### config.mk
export PLATFORM = sky130hd
export DESIGN_NAME = fpu_normalise_ctrl_flat
export DESIGN_NICKNAME = d
export VERILOG_FILES = /design/src/rtl/fpu_normalise_ctrl_if.sv /design/src/rtl/fpu_normalise_ctrl.sv /design/src/flat_wrapper.sv
export SDC_FILE = /design/constraint.sdc
export NUM_CORES = 1
export LEC_CHECK = 0
export CORE_MARGIN = 10
export CORE_UTILIZATION = 59
export DETAILED_ROUTE_END_ITERATION = 12
export GPL_TIMING_DRIVEN = 0
export PLACE_DENSITY = 0.87
export SYNTH_ARGS = -nofsm -noshare
export SYNTH_HDL_FRONTEND = slang
export SYNTH_SLANG_ARGS = --single-unit
### constraint.sdc
create_clock -name clk -period 8.5 [get_ports clk]
set_input_delay 2.55 -clock clk [delete_from_list [all_inputs] [get_ports clk]]
set_output_delay 2.55 -clock clk [all_outputs]
set_load 0.01 [all_outputs]
### src/rtl/fpu_normalise_ctrl_if.sv
// Handshake and data bundle between the FPU datapath, the
// normalise sequencer and the IEEE-754 pack stage.
interface fpu_normalise_ctrl_if;
    logic        in_valid;
    logic        in_ready;
    logic [9:0]  z_e_in;
    logic [26:0] z_m_in;
    logic        guard_in;
    logic        round_in;
    logic        sticky_in;
    logic        out_valid;
    logic        out_ready;
    logic [9:0]  out_e;
    logic [23:0] out_m;
    logic        out_ovf;
    logic        out_denorm;
    logic        busy;

    modport master (
        output in_valid, z_e_in, z_m_in,
        output guard_in, round_in, sticky_in,
        output out_ready,
        input  in_ready, out_valid, out_e, out_m,
        input  out_ovf, out_denorm, busy
    );

    modport slave (
        input  in_valid, z_e_in, z_m_in,
        input  guard_in, round_in, sticky_in,
        input  out_ready,
        output in_ready, out_valid, out_e, out_m,
        output out_ovf, out_denorm, busy
    );
endinterface

### src/rtl/fpu_normalise_ctrl.sv
// Bit-serial normalise/round sequencer: right pre-shift, left
// normalise, subnormal right shift, then round-to-nearest-even.
module fpu_normalise_ctrl #(
    parameter int EMIN = -126,
    parameter int EMAX = 127
) (
    input logic clk,
    input logic rst,
    fpu_normalise_ctrl_if.slave bus
);
    typedef enum logic [2:0] {
        IDLE,
        PRE,
        NORM_L,
        NORM_R,
        ROUND,
        DONE
    } state_t;

    localparam logic signed [9:0] E_MIN = 10'(EMIN);
    localparam logic signed [9:0] E_MAX = 10'(EMAX);

    state_t state;
    state_t state_nx;

    logic signed [9:0] e;
    logic [26:0]       m;
    logic              g;
    logic              r;
    logic              s;

    logic [9:0]  out_e_q;
    logic [23:0] out_m_q;
    logic        out_ovf_q;
    logic        out_denorm_q;

    logic              pre_sh;
    logic              nl_sh;
    logic              nr_sh;
    logic              rnd_up;
    logic [23:0]       rnd_m;
    logic signed [9:0] rnd_e;

    assign pre_sh = (m[26:24] != 3'b000);
    assign nl_sh  = !m[23] && (e > E_MIN);
    assign nr_sh  = (e < E_MIN);
    assign rnd_up = g && (r || s || m[0]);

    // All-ones mantissa carries out into the exponent.
    always_comb begin
        rnd_m = m[23:0];
        rnd_e = e;
        if (rnd_up) begin
            if (m[23:0] == 24'hFFFFFF) begin
                rnd_m = 24'h800000;
                rnd_e = e + 10'sd1;
            end else begin
                rnd_m = m[23:0] + 24'd1;
            end
        end
    end

    always_ff @(posedge clk or posedge rst) begin
        if (rst) state <= IDLE;
        else     state <= state_nx;
    end

    always_comb begin
        state_nx = state;
        unique case (state)
            IDLE:    if (bus.in_valid) state_nx = PRE;
            PRE:     if (!pre_sh) state_nx = NORM_L;
            NORM_L:  if (!nl_sh) state_nx = NORM_R;
            NORM_R:  if (!nr_sh) state_nx = ROUND;
            ROUND:   state_nx = DONE;
            DONE:    if (bus.out_ready) state_nx = IDLE;
            default: state_nx = IDLE;
        endcase
    end

    always_ff @(posedge clk or posedge rst) begin
        if (rst) begin
            e            <= '0;
            m            <= '0;
            g            <= 1'b0;
            r            <= 1'b0;
            s            <= 1'b0;
            out_e_q      <= '0;
            out_m_q      <= '0;
            out_ovf_q    <= 1'b0;
            out_denorm_q <= 1'b0;
        end else begin
            unique case (state)
                IDLE: if (bus.in_valid) begin
                    e <= bus.z_e_in;
                    m <= bus.z_m_in;
                    g <= bus.guard_in;
                    r <= bus.round_in;
                    s <= bus.sticky_in;
                end
                PRE, NORM_R: if ((state == PRE) ? pre_sh : nr_sh) begin
                    e <= e + 10'sd1;
                    s <= s | r;
                    r <= g;
                    g <= m[0];
                    m <= {1'b0, m[26:1]};
                end
                NORM_L: if (nl_sh) begin
                    e <= e - 10'sd1;
                    m <= {m[25:0], g};
                    g <= r;
                    r <= 1'b0;
                end
                ROUND: begin
                    out_e_q      <= rnd_e;
                    out_m_q      <= rnd_m;
                    out_ovf_q    <= (rnd_e > E_MAX);
                    out_denorm_q <= !rnd_m[23];
                end
                default: ;
            endcase
        end
    end

    assign bus.in_ready   = (state == IDLE);
    assign bus.out_valid  = (state == DONE);
    assign bus.busy       = (state != IDLE);
    assign bus.out_e      = out_e_q;
    assign bus.out_m      = out_m_q;
    assign bus.out_ovf    = out_ovf_q;
    assign bus.out_denorm = out_denorm_q;
endmodule

### src/flat_wrapper.sv
// flat-port wrapper written by rule: the top's interface ports become plain ports
module fpu_normalise_ctrl_flat 
#(
    parameter int EMIN = -126,
    parameter int EMAX = 127
)
  (clk, rst, bus_in_valid, bus_z_e_in, bus_z_m_in, bus_guard_in, bus_round_in, bus_sticky_in, bus_out_ready, bus_in_ready, bus_out_valid, bus_out_e, bus_out_m, bus_out_ovf, bus_out_denorm, bus_busy);
  fpu_normalise_ctrl_if bus_i ();
  input logic clk;
  input logic rst;
  input wire logic [$bits(bus_i.in_valid)-1:0] bus_in_valid;
  input wire logic [$bits(bus_i.z_e_in)-1:0] bus_z_e_in;
  input wire logic [$bits(bus_i.z_m_in)-1:0] bus_z_m_in;
  input wire logic [$bits(bus_i.guard_in)-1:0] bus_guard_in;
  input wire logic [$bits(bus_i.round_in)-1:0] bus_round_in;
  input wire logic [$bits(bus_i.sticky_in)-1:0] bus_sticky_in;
  input wire logic [$bits(bus_i.out_ready)-1:0] bus_out_ready;
  output wire logic [$bits(bus_i.in_ready)-1:0] bus_in_ready;
  output wire logic [$bits(bus_i.out_valid)-1:0] bus_out_valid;
  output wire logic [$bits(bus_i.out_e)-1:0] bus_out_e;
  output wire logic [$bits(bus_i.out_m)-1:0] bus_out_m;
  output wire logic [$bits(bus_i.out_ovf)-1:0] bus_out_ovf;
  output wire logic [$bits(bus_i.out_denorm)-1:0] bus_out_denorm;
  output wire logic [$bits(bus_i.busy)-1:0] bus_busy;
  assign bus_i.in_valid = bus_in_valid;
  assign bus_i.z_e_in = bus_z_e_in;
  assign bus_i.z_m_in = bus_z_m_in;
  assign bus_i.guard_in = bus_guard_in;
  assign bus_i.round_in = bus_round_in;
  assign bus_i.sticky_in = bus_sticky_in;
  assign bus_i.out_ready = bus_out_ready;
  assign bus_in_ready = bus_i.in_ready;
  assign bus_out_valid = bus_i.out_valid;
  assign bus_out_e = bus_i.out_e;
  assign bus_out_m = bus_i.out_m;
  assign bus_out_ovf = bus_i.out_ovf;
  assign bus_out_denorm = bus_i.out_denorm;
  assign bus_busy = bus_i.busy;
  fpu_normalise_ctrl #(.EMIN(EMIN), .EMAX(EMAX)) u_core (.clk(clk), .rst(rst), .bus(bus_i));
endmodule
After elaboration in Yosys (flattened, before gate mapping)
Cells that the tools add are included.
W data, S select, Z words.
{"block": "word_totals", "in_bits": 44, "output_inout_bits": 39, "register_bits": 79, "elab_cells": 75}
{"block": "op_classes", "eq_ne": 13, "order_cmp": 3, "reduce_logical": 15, "n_bitwise": 1, "addsub": 3, "muxes": 30}
{"op": "$mux W27", "n": 3}
{"op": "$pmux W27 S3", "n": 1}
{"op": "$mux W10", "n": 5}
{"op": "$mux W24", "n": 2}
{"op": "$pmux W10 S3", "n": 1}
{"op": "$add A24 B1 Y24 const B", "n": 1}
{"op": "$eq A24 B24 Y1 const B", "n": 1}
{"op": "$gt A10 B8 Y1 const B", "n": 2}
{"op": "$pmux W3 S6", "n": 1}
{"op": "$mux W3", "n": 5}
{"op": "$add A10 B2 Y10 const B", "n": 1}
{"op": "$lt A10 B8 Y1 const B", "n": 1}
{"op": "$ne A2 B2 Y1 const B", "n": 5}
{"op": "$sub A10 B2 Y10 const B", "n": 1}
{"op": "$mux W1", "n": 9}
{"op": "$reduce_bool A3 Y1", "n": 3}
{"op": "$eq A3 B2 Y1 const B", "n": 2}
{"op": "$eq A3 B3 Y1 const B", "n": 2}
{"op": "$pmux W1 S3", "n": 2}
{"op": "$reduce_and A5 Y1", "n": 1}
{"op": "$ne A2 B1 Y1 const B", "n": 2}
{"op": "$reduce_and A4 Y1", "n": 1}
{"op": "$eq A3 B1 Y1 const B", "n": 1}
{"op": "$logic_not A3 Y1", "n": 1}
{"op": "other kinds (8)", "n": 11}

Logic depth before layout (Yosys ltp)
{"block": "depth", "depth_word": 5, "depth_mapped": 8}

Least setup slack after synthesis
OpenSTA, ideal clock, no wires.
{"block": "synth_timing", "path_type": "register -> output", "start": "reg u_core.state[2]", "end": "out bus_out_valid", "arrival_ps": 1181, "path_stages_with_launch": 5, "required_ps": 5950, "setup_slack_ps": 4769, "cell_sequence": "dfrtp_1 -> clkbuf_1 -> clkbuf_1 -> inv_1 -> nor3_1"}
{"block": "synth_between", "elab_chain_cells": 1}
{"element": "start: declaration", "line_no": "fpu_normalise_ctrl.sv:23", "rtl": "state_t state;"}
{"element": "start signal: assignment", "line_no": "fpu_normalise_ctrl.sv:65", "rtl": "else state <= state_nx;"}
{"element": "$eq A3 B3 Y1", "line_no": "fpu_normalise_ctrl.sv:126", "rtl": "assign bus.out_valid = (state == DONE);"}
{"element": "end: declaration", "line_no": "flat_wrapper.sv:19", "rtl": "output wire logic [$bits(bus_i.out_valid)-1:0] bus_out_valid;"}
Every way passes these cells.

Final worst setup path
Same ends and word-level chain as after synthesis.

==> key figures <==
Global route
  – First-pass GRT wire length: 25900 um
  – Initial antenna violation count: 0
  – Vias in the first global route: 5020
  – Congestion Overflow GR: 0
  – GRT Util Overall: 24.21%
  – Largest net degree at the start of global routing: 48

Power and ir drop
  – Pwr dens: 396.5 mW/mm^2
  – Sw power: 1.162 mW
  – Worst VDD drop: 0.0002333 V
  – Sw Share: 45.90%
  – Reg power frac: 28.0%
  – Clock Power Share: 12.1%
  – Post-layout total power: 2.531 mW
  – Logic pwr share: 59.9%
  – Static Leak: 2.540 nW
  – Internal: 1.369 mW

Setup path
  – Crit start category: register
  – Reg2Reg Capture Point: u_core.bus.out_m[9]
  – Setup slack, reg-to-reg: 5810 ps
  – Req. time, crit path: 5950 ps
  – Critical Path Fanout Max: 10
  – Critical Path AT: 2400 ps
  – Crit path launch: u_core.state[2]
  – Setup CP Type: register to primary output
  – R2r startpoint: u_core.state[2]
  – Reg2Reg Depth: 7
  – Setup crit end kind: primary output

Clock tree
  – Htree depth: 3
  – Bufs on Longest Clock Path: 2
  – Clock sink count: 79
  – Post-cts gate resize count: 0
  – TritonCTS clock tree: built
  – Skew-Pair Late Insertion Delay: 370 ps
  – Cts hold-fix bufs: 0
  – Clock slew at reported path FFs: 90 ps
  – Post-CTS setup buffers: 0
  – Clock buffer count from CTS: 9
  – CTS root buffer: clkbuf_8

Drt
  – Routed vias/inst: 6.668
  – # DRC: 0
  – DR vias: 5208
  – DRT antenna net count: 0
  – Total wire length: 16070 um
  – Routed len/inst: 20.57 um
  – DRT Pass-1 Iters: 7
  – DR iter-0 viols: 634

STA
  – Setup TNS: 0 ps
  – Setup violations, final: 0
  – Tmin final: 4954 ps
  – Clk_skew: 11.03 ps
  – Final Slew Violations: 0
  – Max_slew headroom: 28.89%
  – Worst slew pin tran: 1064 ps
  – RSZ-0062 raised after global routing: no
  – Endpoints failing hold: 0
  – Final period utilization: 58.28%
  – Worst Setup Slack, final: 3546 ps
  – Achievable clock frequency: 201.9 MHz

Synth
  – Post-Syn Instances: 574
  – Yosys Warn Count: 0
  – Post-synth top cells: dfrtp_1 (79), a22oi_1 (61), o21ai_0 (59)
  – Top-count cell post-synth: dfrtp_1
  – Register area share after synthesis: 38.10%
  – FF+latch count, synth: 79
  – EDFF count, synth: 0
  – Synth top area share: 38.10%
  – Syn Nets: 622
  – Post-synthesis async set-or-reset flop share: 100.0%
  – Main synth FF type: dfrtp_1
  – Area contributors post-synth: dfrtp_1 (38%), a22oi_1 (8.8%), mux2_2 (5.9%), o21ai_0 (5.7%), nand2_1 (4.1%)
  – Syn_area_per_cell: 9.040 sq um
  – Synth cell types: 68
  – Mapped Area: 0.005189 sq mm
  – Yosys top cell by area: dfrtp_1

Final layout
  – Fin util: 73.94%
  – Area Overhead vs Synth: 23.05%
  – Final instance area: 0.006385 sq mm
  – Share of cells above drive strength 1: 13.22%
  – Nets: 716
  – N_diodes: 0

Placement
  – DP Wirelength: 11870 um
  – GPL Wtd Cong: 0.9511
  – Placed inst area: 0.006175 sq mm
  – PortBufs: 82
  – Dpl ws: 3968 ps

Floorplanning
  – Core Region: 0.008636 sq mm
  – Die Span Y: 113.8 um
  – DIE AREA: 0.01295 sq mm
  – Rows: 34
  – Initial core utilization: 60.08%
  – I/O Pins: 83
  – Die X-Extent: 113.8 um

Run
  – Max Cap Violations: 0

Worst hold path
  – Hold Path Depth: 2
  – Min-delay src: u_core.bus.out_m[19]
  – Hold Crit Endpoint: u_core.bus.out_m[19]
  – Hold Crit Class: register to register

Run status
  – Status: finished clean
cell usage in the layout (no fill, tap or decap), types with 12 or more instances in the layout:
cell	synthesis	final
o21ai_0	59	59
clkbuf_1	31	31
mux2_2	27	27
nand2_1	56	56
a22oi_1	61	61
nand3_1	18	18
nor2_1	28	28
dfrtp_1	79	79
clkdlybuf4s50_1	0	82
nand4_1	12	12
a21oi_1	14	14
xnor2_1	17	17
buf_2	14	14
worst max path at each step:
stage	endpoint	slack [ps]	cells after the start
after floorplan	u_core.bus.out_denorm	3930	1
after global placement	u_core.m[26]	2690	2
after detailed placement	bus_out_valid	3970	5
after CTS	bus_out_valid	3590	5
after global routing	bus_out_valid	3380	5
final	bus_out_valid	3550	5
per-layer routing:
layer,vias to the layer above,track usage [%],routed length (um)
met4,0,8.939,399
li1,2345,-,-
met5,-,0,0
met2,305,38.07,7542
met1,2513,31.80,6516
met3,45,5.669,1610
state kept, by name (all words and copies together), names as in the netlist:
register,cells
u_core.bus.out_m,24
u_core.g,1
u_core.s,1
u_core.r,1
u_core.bus.out_ovf,1
u_core.state,3
u_core.m,27
u_core.bus.out_e,10
u_core.e,10
u_core.bus.out_denorm,1
cells by family after synthesis:
group / share of synthesized area [%]
simple gates: 19.00
buf+inv: 5.835
mux: 6.077
fa+ha+maj: 0.9646
compound gates: 25.30
xor+xnor: 4.726
flops: 38.10
through the flow:
step           hold WS (ps)  instances
6_report              486.5        781
5_1_grt               514.0        781
4_1_cts               487.9        781
3_5_place_dp          467.6        765
3_3_place_gp          459.9        764
2_1_floorplan         506.7        574
power by group through the flow:
stage | Combinational, mW | Clock (mW) | Sequential, mW
after floorplan | 0.980 | 0 | 0.707
after global placement | 1.44 | 0 | 0.702
after detailed placement | 1.48 | 0 | 0.711
after CTS | 1.49 | 0.305 | 0.705
after global routing | 1.65 | 0.324 | 0.731
final | 1.52 | 0.307 | 0.709
cell type report:
cell class,instances,area (sq um)
Fill cell,660,2251
Tap cell,108,135.1
Multi-Input combinational cell,428,2909
Sequential cell,79,1977
Inverter,11,43.79
Timing Repair Buffer,83,848.3
Buffer,56,261.5
Clock inverter,7,86.33
Clock buffer,9,123.9
worst max-delay path, stage by stage, from the launching register on:
cell	delay, ps
dfrtp_1	340
clkbuf_1	290
clkbuf_1	480
inv_1	170
nor3_1	190
clkdlybuf4s50_1	570
No activity file was read; power rests on OpenSTA's default activity.
